===== config.mk =====
export PLATFORM = sky130hd
export DESIGN_NAME = des_rev_key_sched_flat
export DESIGN_NICKNAME = d
export VERILOG_FILES = /design/src/rtl/des_rev_key_sched_if.sv /design/src/rtl/des_rev_key_sched.sv /design/src/flat_wrapper.sv
export SDC_FILE = /design/constraint.sdc
export NUM_CORES = 1
export LEC_CHECK = 0
export CORE_MARGIN = 4
export CORE_UTILIZATION = 44
export DETAILED_ROUTE_END_ITERATION = 10
export GPL_ROUTABILITY_DRIVEN = 0
export PLACE_DENSITY_LB_ADDON = 0.2
export SYNTH_ARGS = -nofsm -noshare
export SYNTH_HDL_FRONTEND = slang
export SYNTH_SLANG_ARGS = --single-unit

===== constraint.sdc =====
create_clock -name clk -period 1.7 [get_ports clk]
set_input_delay 0.255 -clock clk [delete_from_list [all_inputs] [get_ports clk]]
set_output_delay 0.255 -clock clk [all_outputs]
set_load 0.02 [all_outputs]

===== src/rtl/des_rev_key_sched_if.sv =====
`default_nettype none
// ============================================================================
// Module   : des_rev_key_sched_if
// Purpose  : Load/stream handshake bundle of the DES reverse key schedule.
// Revision : 1.0
// ============================================================================
interface des_rev_key_sched_if;
   logic        start;
   logic [1:56] key_in;
   logic        busy;
   logic        sk_valid;
   logic        sk_ready;
   logic [1:48] subkey;
   logic [4:0]  sk_num;
   logic        done;

   modport master (
      output start, key_in, sk_ready,
      input  busy, sk_valid, subkey, sk_num, done
   );

   modport slave (
      input  start, key_in, sk_ready,
      output busy, sk_valid, subkey, sk_num, done
   );
endinterface
`default_nettype wire


===== src/rtl/des_rev_key_sched.sv =====
`default_nettype none
// ============================================================================
// Module   : des_rev_key_sched
// Purpose  : Streams DES subkeys K16..K1 by right-rotating C/D from the PC-1 key.
// Revision : 1.0
// ============================================================================
module des_rev_key_sched (
   input  logic                  clk,
   input  logic                  rst,
   des_rev_key_sched_if.slave    bus
);

   localparam int KEY_W = 56;
   localparam int SK_W  = 48;

   // Bit n set where the DES schedule shifts by 2 for round n; indexed by sk_num
   // before the decrement, so the rotate undoes the shift that produced K_n.
   localparam logic [31:0] SHIFT2_MASK = 32'h0000_FDF8;

   localparam int PC2 [1:SK_W] = '{
      14, 17, 11, 24,  1,  5,  3, 28, 15,  6, 21, 10,
      23, 19, 12,  4, 26,  8, 16,  7, 27, 20, 13,  2,
      41, 52, 31, 37, 47, 55, 30, 40, 51, 45, 33, 48,
      44, 49, 39, 56, 34, 53, 46, 42, 50, 36, 29, 32
   };

   typedef enum logic [0:0] {
      IDLE = 1'b0,
      RUN  = 1'b1
   } state_t;

   state_t      state_q, state_d;
   logic [1:28] c_q, c_d;
   logic [1:28] d_q, d_d;
   logic [4:0]  sk_num_q, sk_num_d;
   logic        done_q, done_d;

   logic [1:KEY_W] cd_w;
   logic [1:SK_W]  subkey_w;
   logic           rot2_w;

   assign cd_w   = {c_q, d_q};
   assign rot2_w = SHIFT2_MASK[sk_num_q];

   generate
      for (genvar i = 1; i <= SK_W; i++) begin : g_pc2
         assign subkey_w[i] = cd_w[PC2[i]];
      end
   endgenerate

   always_comb begin
      state_d  = state_q;
      c_d      = c_q;
      d_d      = d_q;
      sk_num_d = sk_num_q;
      done_d   = 1'b0;
      case (state_q)
         IDLE: begin
            if (bus.start) begin
               c_d      = bus.key_in[1:28];
               d_d      = bus.key_in[29:56];
               sk_num_d = 5'd16;
               state_d  = RUN;
            end
         end
         RUN: begin
            if (bus.sk_ready) begin
               if (sk_num_q == 5'd1) begin
                  sk_num_d = 5'd0;
                  done_d   = 1'b1;
                  state_d  = IDLE;
               end else begin
                  if (rot2_w) begin
                     c_d = {c_q[27:28], c_q[1:26]};
                     d_d = {d_q[27:28], d_q[1:26]};
                  end else begin
                     c_d = {c_q[28], c_q[1:27]};
                     d_d = {d_q[28], d_q[1:27]};
                  end
                  sk_num_d = sk_num_q - 5'd1;
               end
            end
         end
         default: state_d = IDLE;
      endcase
   end

   always_ff @(posedge clk or posedge rst) begin
      if (rst) begin
         state_q  <= IDLE;
         c_q      <= '0;
         d_q      <= '0;
         sk_num_q <= 5'd0;
         done_q   <= 1'b0;
      end else begin
         state_q  <= state_d;
         c_q      <= c_d;
         d_q      <= d_d;
         sk_num_q <= sk_num_d;
         done_q   <= done_d;
      end
   end

   assign bus.busy     = (state_q == RUN);
   assign bus.sk_valid = (state_q == RUN);
   assign bus.subkey   = subkey_w;
   assign bus.sk_num   = sk_num_q;
   assign bus.done     = done_q;

endmodule
`default_nettype wire


===== src/flat_wrapper.sv =====
// flat-port wrapper written by rule: the top's interface ports become plain ports
module des_rev_key_sched_flat 
  (clk, rst, bus_start, bus_key_in, bus_sk_ready, bus_busy, bus_sk_valid, bus_subkey, bus_sk_num, bus_done);
  des_rev_key_sched_if bus_i ();
  input  logic clk;
  input  logic rst;
  input wire logic [$bits(bus_i.start)-1:0] bus_start;
  input wire logic [$bits(bus_i.key_in)-1:0] bus_key_in;
  input wire logic [$bits(bus_i.sk_ready)-1:0] bus_sk_ready;
  output wire logic [$bits(bus_i.busy)-1:0] bus_busy;
  output wire logic [$bits(bus_i.sk_valid)-1:0] bus_sk_valid;
  output wire logic [$bits(bus_i.subkey)-1:0] bus_subkey;
  output wire logic [$bits(bus_i.sk_num)-1:0] bus_sk_num;
  output wire logic [$bits(bus_i.done)-1:0] bus_done;
  assign bus_i.start = bus_start;
  assign bus_i.key_in = bus_key_in;
  assign bus_i.sk_ready = bus_sk_ready;
  assign bus_busy = bus_i.busy;
  assign bus_sk_valid = bus_i.sk_valid;
  assign bus_subkey = bus_i.subkey;
  assign bus_sk_num = bus_i.sk_num;
  assign bus_done = bus_i.done;
  des_rev_key_sched u_core (.clk(clk), .rst(rst), .bus(bus_i));
endmodule

==> impl_metrics.json, run 1 <==
{
  "crit_path_cell_trace": "inv_2, ha_4, or4b_4, a31oi_4, buf_12, clkbuf_16, nand2_1, o211ai_1",
  "yosys_register_bits": 63,
  "highest_layer": "met4",
  "fillerInstances": 725,
  "number_of_global_route_vias_before_repair": 3289,
  "critical_path_depth": 8,
  "met3WireLength_um": 761,
  "regArea_mm2": 0.00158,
  "worst_hold_margin_ns": 0.274,
  "timing.max_slew.rel_slack": 0.592,
  "crit_arrival_ns": 2.13,
  "fin_crit_ns": 1.90,
  "worst_pin_slew_ns": 0.612,
  "cts_tree": "done",
  "timing_hold_violations_final": 0,
  "route.final.wire_length_mm": 10.9,
  "floorplan.die.width_um": 103,
  "drc": 0,
  "cts_sinks": 63,
  "vias": 3255,
  "setup_viol": 57,
  "crit_type": "register to register",
  "powerDensity_mw_per_mm2": 1850,
  "boundaryPins": 116,
  "grt_util_all_layers": 0.200,
  "cp_slowest_stage_delay_ns": 0.49,
  "clock-root-buffer": "sky130_fd_sc_hd__clkbuf_8",
  "final_antenna_net_count": 0,
  "largest_net_degree_at_the_start_of_global_routing": 58,
  "cellLeakagePower_nw": 2.62,
  "worst_r2r_src": "u_core.bus.sk_num[1]",
  "m1WireLength_mm": 4.86,
  "avgRoutedWirePerCell_um": 18.4,
  "max_freq_mhz": 526,
  "area_of_the_mapped_netlist_mm2": 0.00398,
  "synthesis.area_per_instance_um2": 9.99,
  "run_status": "complete, but fails checks",
  "synth.distinct_cells": 29,
  "start_kind": "register",
  "cp.required_ns": 1.93,
  "grt_first_pass_wirelength_mm": 16.7,
  "yosysWarnings": 0,
  "fraction_of_final_layout_cells_with_drive_strength_greater_than_1": 0.169,
  "std_cell_rows": 34,
  "final_common_cell": "sky130_fd_sc_hd__clkdlybuf4s50_1",
  "antenna_found_initial": 0,
  "fin_total_pwr_mw": 10.4,
  "r2r_end": "u_core.d_q[15]",
  "io_buffers": 115,
  "multiInputGateArea_mm2": 0.00195,
  "finalMaxSlewViolations": 0,
  "commonest_cells_after_routing_fill_and_taps_aside": "sky130_fd_sc_hd__clkdlybuf4s50_1 (96), sky130_fd_sc_hd__dfrtp_1 (60), sky130_fd_sc_hd__nand3b_1 (56)",
  "post_synth_inst_count": 398,
  "setup-tns-final_ns": -8.91,
  "start_util": 0.454,
  "drt_first_iter_violations": 136,
  "area_of_the_core_region_mm2": 0.00876,
  "worstPathBufferInverterCount": 3,
  "clock_pin_slew_on_the_worst_setup_and_hold_paths_ns": 0.07,
  "finalWorstSetupSlack_ns": -0.201,
  "chipHeight_um": 103,
  "seq_area_frac_synth": 0.397,
  "wl_met2_mm": 5.26,
  "diodes": 0,
  "floorplan.die_area_mm2": 0.0106,
  "critical_path_peak_fanout": 9,
  "min-delay-path-class": "input port to asynchronous set/reset pin",
  "area.growth.synth_to_final_pct": 41.5,
  "reg2reg_setup_slack_ns": -0.20,
  "tritoncts.num_buffers": 9,
  "dr.pass1.iters": 4,
  "cts_hold_buffers": 0,
  "clock_insertion_delay_worst_skew_ns": 0.33,
  "grt_setup_unrepaired": "true",
  "failing_checks": "negative setup slack",
  "timing.critical_path.to_type": "register",
  "path_delay_family": "simple AND/OR/NAND/NOR gates",
  "finish.net_count": 543,
  "syn_nets": 460,
  "detailedPlacementHpwl_mm": 6.95,
  "largest_buffer_count_on_any_clock_path": 2,
  "worst_r2r_path_depth": 8,
  "min_period_over_period": 1.12,
  "max-cap-violations": 0,
  "clock-skew-final_ns": 0.0152,
  "htreeDepth": 3,
  "worst_ir_drop_vdd_v": 0.00113,
  "detail_route.vias_per_cell": 5.49,
  "remaining_global_route_overflow": 0,
  "crit_slowest_cell": "sky130_fd_sc_hd__or4b_4"
}
## state kept, by name, indices dropped and copies added (netlist names)
| register | count |
|---|---|
| u_core.bus.busy | 1 |
| u_core.bus.done | 1 |
| u_core.d_q | 28 |
| u_core.bus.sk_num | 5 |
| u_core.c_q | 28 |
## repair_timing
item                                    in CTS  in global routing
gates resized for setup                     21                 19
setup buffers                                3                  3
pin swaps                                    1                  7
gates cloned                                 2                  6
endpoints found under the setup margin      64                 63
## cell families after synthesis
| group | Yosys count | synth area share |
|---|---|---|
| XOR/XNOR | 1 | 0.00220 |
| AND/OR/NAND/NOR | 126 | 0.177 |
| adder cells (fa/ha/maj) | 2 | 0.00629 |
| flip-flops | 63 | 0.397 |
| AO/OA/AOI/OAI | 66 | 0.135 |
| buffers and inverters | 83 | 0.139 |
| multiplexers | 57 | 0.144 |
## worst max path at each step
stage	from	end	slack (ns)
after floorplan	u_core.bus.sk_num[1]	u_core.d_q[11]	-0.12
after global placement	u_core.bus.sk_num[1]	u_core.d_q[2]	-0.18
after detailed placement	u_core.bus.sk_num[1]	u_core.d_q[2]	-0.20
after CTS	u_core.bus.sk_num[1]	u_core.c_q[14]	-0.16
after global routing	u_core.bus.sk_num[1]	u_core.d_q[15]	-0.25
final	u_core.bus.sk_num[1]	u_core.d_q[15]	-0.20
## per-stage QoR
| stage | util | worst slack [ns] | std cells | cell area [um2] |
|---|---|---|---|---|
| 6_report | 0.642 | -0.201 | 593 | 5630 |
| 5_1_grt | 0.642 | -0.246 | 593 | 5630 |
| 4_1_cts | 0.618 | -0.164 | 584 | 5410 |
| 3_5_place_dp | 0.573 | -0.199 | 564 | 5020 |
| 3_3_place_gp | 0.573 | -0.183 | 564 | 5020 |
| 2_1_floorplan | - | -0.119 | 398 | 4030 |
## cell type report
| type | count | area share |
|---|---|---|
| timing repair buffer | 151 | 0.301 |
| multi-input combinational | 252 | 0.347 |
| clock inverter | 3 | 0.0160 |
| clock buffer | 12 | 0.0276 |
| tap | 108 | 0.0240 |
| inverter | 4 | 0.00334 |
| sequential | 63 | 0.281 |
## layer usage
layer	vias to the layer above	track usage
met5	-	0
met2	105	0.328
met1	1602	0.272
met3	6	0.0426
met4	0	0.0478
li1	1542	-
## synthesized netlist by cell type, drive strengths merged
| cell | n | area [um2] |
|---|---|---|
| a21o | 1 | 7.51 |
| a21oi | 2 | 10.0 |
| a311o | 1 | 10.0 |
| a31oi | 1 | 6.26 |
| buf | 64 | 472 |
| clkbuf | 15 | 67.6 |
| dfrtp | 63 | 1580 |
| ha | 2 | 25.0 |
| inv | 4 | 15.0 |
| mux2 | 1 | 11.3 |
| mux2i | 56 | 561 |
| nand2 | 60 | 225 |
| nand3 | 1 | 5.00 |
| nand3b | 56 | 420 |
| nor2 | 4 | 15.0 |
| nor2b | 1 | 6.26 |
| nor3 | 2 | 10.0 |
| nor3b | 1 | 7.51 |
| o211ai | 56 | 470 |
| o21ai | 4 | 23.8 |
| o21bai | 1 | 7.51 |
| or4b | 1 | 13.8 |
| xnor2 | 1 | 8.76 |
## power by group
part | internal [mW] | switching (mW)
Combinational | 3.24 | 2.83
Sequential | 2.08 | 0.661
Clock | 1.05 | 0.561
Total | 6.37 | 4.05
Power figures use the tool's default switching activity.
==> inputs of run 2 (changes only) <==
--- a/config.mk
+++ b/config.mk
@@ -10,6 +10,7 @@
 export DETAILED_ROUTE_END_ITERATION = 10
 export GPL_ROUTABILITY_DRIVEN = 0
 export PLACE_DENSITY_LB_ADDON = 0.2
+export RECOVER_POWER = 50
 export SYNTH_ARGS = -nofsm -noshare
 export SYNTH_HDL_FRONTEND = slang
 export SYNTH_SLANG_ARGS = --single-unit
==> impl_metrics.json, run 2 (synthesis gave the netlist of run 1 again) <==
{
  "std_cell_rows": 34,
  "detailedPlacementHpwl_mm": 6.95,
  "start_kind": "register",
  "chipHeight_um": 103,
  "worst_r2r_src": "u_core.bus.sk_num[1]",
  "largest_buffer_count_on_any_clock_path": 2,
  "min_period_over_period": 1.12,
  "cts_sinks": 63,
  "worst_pin_slew_ns": 0.708,
  "htreeDepth": 3,
  "crit_path_cell_trace": "inv_2, ha_4, or4b_4, a31oi_4, buf_12, clkbuf_16, nand2_1, o211ai_1",
  "fillerInstances": 730,
  "finalWorstSetupSlack_ns": -0.203,
  "timing.critical_path.to_type": "register",
  "dr.pass1.iters": 4,
  "drt_first_iter_violations": 143,
  "cp_slowest_stage_delay_ns": 0.49,
  "grt_setup_unrepaired": "true",
  "remaining_global_route_overflow": 0,
  "area_of_the_core_region_mm2": 0.00876,
  "fraction_of_final_layout_cells_with_drive_strength_greater_than_1": 0.169,
  "finalMaxSlewViolations": 0,
  "min-delay-path-class": "input port to asynchronous set/reset pin",
  "critical_path_peak_fanout": 9,
  "critPathLaunch": "u_core.bus.sk_num[1]",
  "setup_viol": 57,
  "clock-skew-final_ns": 0.0155,
  "tritoncts.num_buffers": 9,
  "cp.required_ns": 1.93,
  "antenna_found_initial": 0,
  "final_antenna_net_count": 0,
  "floorplan.die_area_mm2": 0.0106,
  "grt_util_all_layers": 0.200,
  "floorplan.die.width_um": 103,
  "run_status": "complete, but fails checks",
  "number_of_global_route_vias_before_repair": 3289,
  "worst_ir_drop_vdd_v": 0.00113,
  "fin_total_pwr_mw": 10.4,
  "clock-root-buffer": "sky130_fd_sc_hd__clkbuf_8",
  "io_buffers": 115,
  "cts_tree": "done",
  "timing_hold_violations_final": 0,
  "route.final.wire_length_mm": 11.1,
  "finish.net_count": 543,
  "fin_crit_ns": 1.90,
  "worst_hold_margin_ns": 0.445,
  "diodes": 0,
  "grt_first_pass_wirelength_mm": 16.7,
  "max-cap-violations": 0,
  "worstPathBufferInverterCount": 3,
  "worst_r2r_path_depth": 8,
  "avgRoutedWirePerCell_um": 18.7,
  "final_common_cell": "sky130_fd_sc_hd__clkdlybuf4s50_1",
  "path_delay_family": "simple AND/OR/NAND/NOR gates",
  "vias": 3281,
  "crit_arrival_ns": 2.14,
  "r2r_end": "u_core.d_q[15]",
  "setup-tns-final_ns": -8.99,
  "regArea_mm2": 0.00158,
  "timing.max_slew.rel_slack": 0.525,
  "powerDensity_mw_per_mm2": 1870,
  "boundaryPins": 116,
  "crit_type": "register to register",
  "crit_slowest_cell": "sky130_fd_sc_hd__or4b_4",
  "commonest_cells_after_routing_fill_and_taps_aside": "sky130_fd_sc_hd__clkdlybuf4s50_1 (95), sky130_fd_sc_hd__dfrtp_1 (60), sky130_fd_sc_hd__nand3b_1 (56)",
  "cellLeakagePower_nw": 2.61,
  "failing_checks": "negative setup slack",
  "max_freq_mhz": 525,
  "detail_route.vias_per_cell": 5.53,
  "multiInputGateArea_mm2": 0.00195,
  "drc": 0,
  "area.growth.synth_to_final_pct": 40.7,
  "clock_insertion_delay_worst_skew_ns": 0.33,
  "largest_net_degree_at_the_start_of_global_routing": 58,
  "start_util": 0.454,
  "reg2reg_setup_slack_ns": -0.20,
  "clock_pin_slew_on_the_worst_setup_and_hold_paths_ns": 0.08
}
-- run 2: cell count changes in the layout (fill, tap and decap cells not counted) --
cell                              delta
sky130_fd_sc_hd__buf_12              -2
sky130_fd_sc_hd__buf_2               +1
sky130_fd_sc_hd__clkbuf_2            +1
sky130_fd_sc_hd__clkdlybuf4s50_1     -1
sky130_fd_sc_hd__clkinvlp_2          +1
sky130_fd_sc_hd__clkinvlp_4          -1
sky130_fd_sc_hd__dlygate4sd3_1       +1
-- run 2: routing by layer --
| metal | GRT usage | routed length (um) |
|---|---|---|
| met1 | 0.272 | 5020 |
| met2 | 0.328 | 5370 |
| met3 | 0.0426 | 654 |
| met4 | 0.0478 | 45 |
| met5 | 0 | 0 |
-- run 2: worst max path at each step --
stage	to	slack, ns	depth (start not counted)
6_report	u_core.d_q[15]	-0.20	8
3_3_place_gp	u_core.d_q[2]	-0.18	6
5_1_grt	u_core.d_q[15]	-0.25	8
4_1_cts	u_core.c_q[14]	-0.16	7
3_5_place_dp	u_core.d_q[2]	-0.20	6
2_1_floorplan	u_core.d_q[11]	-0.12	8
-- run 2: power breakdown --
group          leakage (nW)  total [mW]  switching [mW]  internal (mW)
Clock                 0.123        1.61           0.563           1.05
Combinational          1.67        6.09            2.86           3.23
Sequential            0.811        2.75           0.667           2.08
-- run 2: layout make-up --
cell class              count  area share
repair buffers            151       0.297
well taps                 108      0.0242
flip-flops and latches     63       0.282
multi-input cells         252       0.349
clock inverters             3      0.0161
clock buffers              12      0.0277
inverters                   4     0.00291
-- run 2: repair_timing --
action,4_1_cts,5_1_grt
pin swaps,1,7
hold buffers,0,0
resized for setup,21,19
setup endpoints to repair,64,63
buffers inserted,3,3
gates cloned,2,6
-- run 2: per-stage QoR --
step,area [um2],util,setup slack [ns],instances
2_1_floorplan,4030,-,-0.119,398
3_3_place_gp,5020,0.573,-0.183,564
3_5_place_dp,5020,0.573,-0.199,564
4_1_cts,5410,0.618,-0.164,584
5_1_grt,5590,0.638,-0.246,593
6_report,5590,0.638,-0.203,593
==> inputs of run 3 (changes only) <==
--- a/config.mk
+++ b/config.mk
@@ -5,12 +5,15 @@
 export SDC_FILE = /design/constraint.sdc
 export NUM_CORES = 1
 export LEC_CHECK = 0
+export ABC_CLOCK_PERIOD_IN_PS = 1700
 export CORE_MARGIN = 4
 export CORE_UTILIZATION = 44
 export DETAILED_ROUTE_END_ITERATION = 10
 export GPL_ROUTABILITY_DRIVEN = 0
 export PLACE_DENSITY_LB_ADDON = 0.2
 export RECOVER_POWER = 50
+export SLEW_MARGIN = 10
 export SYNTH_ARGS = -nofsm -noshare
 export SYNTH_HDL_FRONTEND = slang
 export SYNTH_SLANG_ARGS = --single-unit
+export TNS_END_PERCENT = 100
==> results of run 3 <==
The final DEF is identical to that of run 2; final timing and power are the same.
